## src/rtl/gray_decode_tracker.sv

```systemverilog
// Gray-code receiver: capture (optionally synchronized via GRAY_DEC_SYNC_EN), decode to binary,
// and track motion with up/down/skip pulses plus a saturating skip counter.
module gray_decode_tracker #(
  parameter int WIDTH       = 8,
  parameter int SYNC_STAGES = 2
) (
  input  logic             clk,
  input  logic             rst,
  input  logic             enable,
  input  logic [WIDTH-1:0] gray_in,
  output logic [WIDTH-1:0] bin_out,
  output logic             bin_valid,
  output logic             up,
  output logic             down,
  output logic             skip_err,
  output logic [7:0]       err_cnt
);

  if (WIDTH < 2 || SYNC_STAGES < 2) begin : g_param_check
    $error("gray_decode_tracker: WIDTH and SYNC_STAGES must both be >= 2");
  end

  logic [WIDTH-1:0] gray_s;

`ifdef GRAY_DEC_SYNC_EN
  // Plain flop chain; gray_in may be asynchronous because only one bit changes per step.
  logic [SYNC_STAGES-1:0][WIDTH-1:0] sync_reg;

  always_ff @(posedge clk) begin
    if (rst) begin
      sync_reg <= '0;
    end else begin
      sync_reg <= {sync_reg[SYNC_STAGES-2:0], gray_in};
    end
  end

  assign gray_s = sync_reg[SYNC_STAGES-1];
`else
  logic [WIDTH-1:0] capture_reg;

  always_ff @(posedge clk) begin
    if (rst) begin
      capture_reg <= '0;
    end else begin
      capture_reg <= gray_in;
    end
  end

  assign gray_s = capture_reg;
`endif

  // Each binary bit is the XOR of all Gray bits at or above it.
  logic [WIDTH-1:0] bin_dec;

  for (genvar gi = 0; gi < WIDTH; gi++) begin : g_decode
    assign bin_dec[gi] = ^gray_s[WIDTH-1:gi];
  end

  localparam logic [WIDTH-1:0] STEP_UP   = {{(WIDTH-1){1'b0}}, 1'b1};
  localparam logic [WIDTH-1:0] STEP_DOWN = {WIDTH{1'b1}};

  logic [WIDTH-1:0] delta;
  assign delta = bin_dec - bin_out;

  typedef enum logic {
    UNPRIMED = 1'b0,
    TRACK    = 1'b1
  } state_t;

  state_t state_reg;

  always_ff @(posedge clk) begin
    if (rst) begin
      state_reg <= UNPRIMED;
      bin_out   <= '0;
      bin_valid <= 1'b0;
      up        <= 1'b0;
      down      <= 1'b0;
      skip_err  <= 1'b0;
      err_cnt   <= '0;
    end else begin
      up       <= 1'b0;
      down     <= 1'b0;
      skip_err <= 1'b0;
      case (state_reg)
        UNPRIMED: begin
          if (enable) begin
            bin_out   <= bin_dec;
            bin_valid <= 1'b1;
            state_reg <= TRACK;
          end else begin
            bin_valid <= 1'b0;
          end
        end
        TRACK: begin
          if (!enable) begin
            bin_valid <= 1'b0;
            state_reg <= UNPRIMED;
          end else if (delta != '0) begin
            bin_out <= bin_dec;
            if (delta == STEP_UP) begin
              up <= 1'b1;
            end else if (delta == STEP_DOWN) begin
              down <= 1'b1;
            end else begin
              skip_err <= 1'b1;
              if (err_cnt != 8'hFF) begin
                err_cnt <= err_cnt + 8'd1;
              end
            end
          end
        end
        default: state_reg <= UNPRIMED;
      endcase
    end
  end

endmodule

```

## config.mk

```make
export PLATFORM = sky130hd
export DESIGN_NAME = gray_decode_tracker
export DESIGN_NICKNAME = d
export VERILOG_FILES = /design/src/rtl/gray_decode_tracker.sv
export SDC_FILE = /design/constraint.sdc
export NUM_CORES = 1
export LEC_CHECK = 0
export CAP_MARGIN = 0
export CORE_ASPECT_RATIO = 0.7
export CORE_MARGIN = 8
export CORE_UTILIZATION = 30
export DETAILED_ROUTE_END_ITERATION = 10
export SLEW_MARGIN = 15
export SYNTH_ARGS = -nofsm -noshare
export SYNTH_HDL_FRONTEND = slang
export SYNTH_SLANG_ARGS = --single-unit
export TNS_END_PERCENT = 20
```

## constraint.sdc

```tcl
create_clock -name clk -period 3.8 [get_ports clk]
set_input_delay 0.57 -clock clk [delete_from_list [all_inputs] [get_ports clk]]
set_output_delay 0.57 -clock clk [all_outputs]
set_load 0.05 [all_outputs]
```

### After elaboration in Yosys (flattened, before gate mapping)

Index checks and enable logic that the tools add are counted.

* flip-flop bits (word level): 29
* input port bits: 11
* output and inout bits: 20
* word-level logic and storage cells: 44

* add/subtract/negate cells: 2
* equal/unequal tests: 7
* multiplexer cells: 10
* bitwise operators: 5
* reduce and logical (&&, ||, !) cells: 12

Operator list (count)
* 8-bit 2-to-1 mux: 3
* 8-bit one-hot mux with 2 select lines: 1
* 8-bit by 1-bit adder with 8-bit output (second input constant): 1
* 8-bit by 1-bit equality test with 1-bit output (second input constant): 1
* 8-bit equality test (second input constant): 1
* 8-bit inequality test (second input constant): 1
* 8-bit nonzero test: 1
* 8-bit XOR reduction: 1
* 8-bit subtractor: 1
* 7-bit XOR reduction: 1
* 2-bit inequality test (second input constant): 3
* 6-bit AND reduction: 1
* 6-bit XOR reduction: 1
* 1-bit 2-to-1 mux: 5
* 1-bit inverter: 5
* 5-bit OR reduction: 1
* 5-bit XOR reduction: 1
* 4-bit OR reduction: 1
* 4-bit XOR reduction: 1
* 3-bit AND reduction: 1
* 3-bit XOR reduction: 1
* 2-bit by 1-bit inequality test with 1-bit output (second input constant): 1
* 1-bit one-hot mux with 2 select lines: 1
* 2-bit XOR reduction: 1

### Logic depth before layout (Yosys ltp)

Gate-level depths: netlist of the first run.

* word-level depth: 6
* gate-level depth with buffers: 15
* gate-level depth less buffers: 14

### Worst setup path before layout of the first run

Ideal clock, no wire load.

* path type: flip-flop to flip-flop
* start point: register capture_reg[7]
* end point: register bin_out[1]
* library setup time: 0.128 ns
* arrival: 3.751 ns
* data required time: 3.672 ns
* path slack: -0.079 ns
* stages on the path, launching flop included: 15
* path buffers: 1
* clock period less this slack: 3.879 ns
* path through: dfxtp_1 -> xor2_2 -> xor2_2 -> xnor2_2 -> xor2_2 -> xnor2_1 -> ha_1 -> fa_1 -> xor2_1 -> nand2_8 -> or3_4 -> o41ai_4 -> buf_6 -> mux2i_1 -> nor2_1

* cells in the longest elaborated chain, start to end: 5
* elaborated cells on any way between the ends: 15
* those cells by class: add/sub (1); eq/ne (1); mux (4); reduce/logical (9)

RTL lines
* start: declaration: line 39 `logic [WIDTH-1:0] capture_reg;`
* start signal: assignment: line 45 `capture_reg <= gray_in;`
* 2-bit XOR reduction: line 56 `assign bin_dec[gi] = ^gray_s[WIDTH-1:gi];`
* net bin_dec[6]: line 53 `logic [WIDTH-1:0] bin_dec;`
* 8-bit subtractor: line 63 `assign delta = bin_dec - bin_out;`
* 8-bit nonzero test: line 99 `end else if (delta != '0) begin`
* 2-bit by 1-bit inequality test with 1-bit output (no source line)
* 3-bit AND reduction (no source line)
* end signal: assignment: line 88 `bin_out <= bin_dec;`
* end signal: assignment: line 100 `bin_out <= bin_dec;`
* end: declaration: line 11 `output logic [WIDTH-1:0] bin_out,`

The timed path passes the listed nets, and every way through them passes these cells. The select of a mux whose other input is x is not followed.
A chain may end at the register's enable or synchronous reset.

### Final worst setup path of the first run

Same ends and word-level chain as after synthesis.

==> out/qor.csv, run 1 <==
stage;metric;value;unit
run_status;status;finished, violations left;
run_status;failing checks;negative setup slack;
die;DIE HEIGHT;78.4;um
drt;first-pass detailed-route iteration total;4;
logic_synthesis;register area share after synthesis;34.8;%
timing;Worst Skew;5.12;ps
global_routing;largest net degree at the start of global routing;17;
finish;share of cells above drive strength 1;22.3;%
logic_synthesis;Post-Syn Area;1670;sq um
worst_setup_path;CP Launch Type;flip-flop;
timing;Achievable Freq;262;MHz
place;# port buffers;30;
finish;Ant. Diodes;0;
timing;Slew Limit Fails;0;
logic_synthesis;dominant cell by count in the synthesized netlist;dfxtp_1;
global_routing;total grt overflow;0;
timing;Final Setup Violations;1;
drt;drt initial violations;31;
power;clock group share of total power;28.3;%
die;Initial Util;31.4;%
timing;Total Neg Setup Slack;-10.1;ps
clock_tree;root buf cell;clkbuf_8;
logic_synthesis;Yosys Warn Count;0;
worst_setup_path;Worst EP required;3970;ps
worst_setup_path;CP endpoint kind;flip-flop;
logic_synthesis;post-synth top area cell;dfxtp_1;
drt;post-route ant nets;0;
timing;fin crit period;3810;ps
power;total power;1.19;mW
place;GPL Wtd Cong;0.782;
finish;area grow syn2layout;40.8;%
logic_synthesis;share of the synthesized area in the top cell type;34.8;%
power;net switching power;0.423;mW
place;pre-CTS setup slack;-59.7;ps
drt;Vias/cell;4.61;
timing;relative slew slack;66.0;%
finish;Reg area;582;sq um
timing;Slew @ Worst Pin;509;ps
logic_synthesis;fraction of registers with async set or reset after synthesis;0;%
finish;fillcell total;529;
global_routing;GRT Total Usage;8.78;%
global_routing;initial antenna violation count;0;
worst_setup_path;critical path type;flip-flop to flip-flop;
logic_synthesis;Mapped Avg Cell Area;9.47;sq um
timing;Hold Slack;459;ps
logic_synthesis;Post-synth EDFFs;0;
die;io pins;31;
finish;multi-input logic area;1050;sq um
logic_synthesis;top post-synthesis cells by count;29 x dfxtp_1, 12 x inv_1, 12 x nor2_1;
clock_tree;H-tree depth;2;
global_routing;first-pass GRT wire length;5970;um
drt;DRC viols;0;
worst_setup_path;CP max FO;6;
die;Die X;105;um
logic_synthesis;Syn Inst Count;176;
drt;routed via count;1364;
clock_tree;clk slew on worst S/H paths;70;ps
clock_tree;Sink Count;29;
clock_tree;CTS Hold Buffers Added;0;
clock_tree;CTS tree;done;
place;placed cells;281;
timing;Hold Violations, Final;0;
clock_tree;Num CTS Buffers;5;
die;Die ar.;8230;sq um
power;sw frac;35.5;%
clock_tree;worst skew pair latency;280;ps
logic_synthesis;top post-synthesis cells by area;dfxtp_1 35%, ha_1 6.8%, nor2b_1 4.1%;
global_routing;vias in the first global route;1253;
timing;fin crit share;100;%
timing;unrepaired setup endpoints after global routing;yes;
run;max cap viols;0;
logic_synthesis;FF+latch count, synth;29;
worst_setup_path;CP Data Arrival Time;3980;ps
logic_synthesis;predominant post-synthesis flop cell;dfxtp_1;
power;Sequential Power Share;28.2;%
power;Leak;0.894;nW
power;peak supply drop;0.231;mV
drt;drt total wl;3760;um
hold_path;Hold WC Path Type;flip-flop to flip-flop;
logic_synthesis;Syn Nets;197;
finish;Layout Nets;244;
die;row count;22;
clock_tree;clk buf depth;2;
finish;Final Instance Area;2350;sq um
finish;fin cells;296;
power;Comb power frac;43.6;%
drt;routed wire length per instance;12.7;um
die;Core Footprint;5310;sq um
place;dpl hpwl;2680;um
timing;Worst Slack Setup Final;-10.1;ps
place;Cell Area, Placed;2110;sq um
finish;final core utilization;44.2;%
power;power per standard cell area;508;nW/um^2
power;Int Power;0.768;mW
logic_synthesis;synth unique cells;45;
==> cell families (layout without fill, tap and decap cells) <==
family	count (synthesis)	in the layout	synth area share, %
buffers and inverters	19	67	5.33
adders and majority gates	10	10	7.96
and+or+nand+nor	64	64	23.0
DFF	29	29	34.8
muxes	6	6	3.60
AOI/OAI and AO/OA	34	34	16.1
xor gates and xnor gates	14	14	9.16
==> cell usage in the layout, fill, tap and decap left out, drive strengths merged, types with 2 or more instances in the layout <==
cell type / n
clkdlybuf4s50: 30
dfxtp: 29
buf: 16
nor2: 15
inv: 12
nor2b: 11
nand2: 10
a21oi: 10
ha: 9
clkbuf: 8
xor2: 8
mux2i: 6
o31ai: 6
or4: 6
xnor2: 6
nand3: 4
o21ai: 4
nand4: 3
a211oi: 3
nor3: 3
nand2b: 2
or2: 2
o211ai: 2
nor3b: 2
a31o: 2
==> area by class of cell <==
type / count / area share [%]
Clock buffer: 7 / 3.68
Clock inverter: 1 / 1.28
Inverter: 12 / 1.92
Multi-Input combinational cell: 128 / 44.8
Sequential cell: 29 / 24.8
Tap cell: 72 / 3.84
Timing Repair Buffer: 47 / 19.7
==> worst max-delay path, cell delays in order, from the launching register on <==
cell and delay (ps):
dfxtp_2 340, xor2_2 190, xor2_2 200, xnor2_2 170
xor2_2 190, buf_4 170, xnor2_2 140, ha_1 210
fa_2 390, buf_4 170, xor2_4 200, nand2_8 60
or3_4 410, o41ai_4 280, buf_4 200, buf_12 130
mux2i_1 190, nor2_1 60
==> worst paths after layout <==
path	from	slack, ps	cells after the start	to
setup / recovery	capture_reg[7]	-10	17	bin_out[1]
hold / removal	bin_valid	460	2	bin_valid
setup reg to reg	capture_reg[7]	-10	17	bin_out[1]
hold reg to reg	bin_valid	460	2	bin_valid
==> layer usage <==
metal	track usage, %	vias up	part of all wire, %
li1	-	715	-
met1	11.7	619	52
met2	12.5	24	43
met3	3.18	6	3.9
met4	3.40	0	1.3
met5	0	-	0
==> power groups by stage <==
stage          Combinational (mW)  Clock (mW)  Sequential, mW
4_1_cts                     0.484       0.345           0.336
5_1_grt                     0.569       0.358           0.338
3_5_place_dp                0.469           0           0.342
2_1_floorplan               0.313           0           0.380
6_report                    0.519       0.337           0.336
3_3_place_gp                0.466           0           0.342
==> what timing repair did <==
item / in CTS / in global routing
pin swaps: 5 / 10
setup buffers: 1 / 5
resized for setup: 3 / 8
endpoints found under the hold margin: 0 / 0
gates cloned: 0 / 1
setup endpoints to repair: 13 / 16
Power figures use the tool's default switching activity.
==> inputs of run 2 (changes only) <==
- CTS_CLUSTER_DIAMETER: not set -> 50
==> results of run 2 <==
The final DEF is identical to that of run 1; final timing and power are the same.
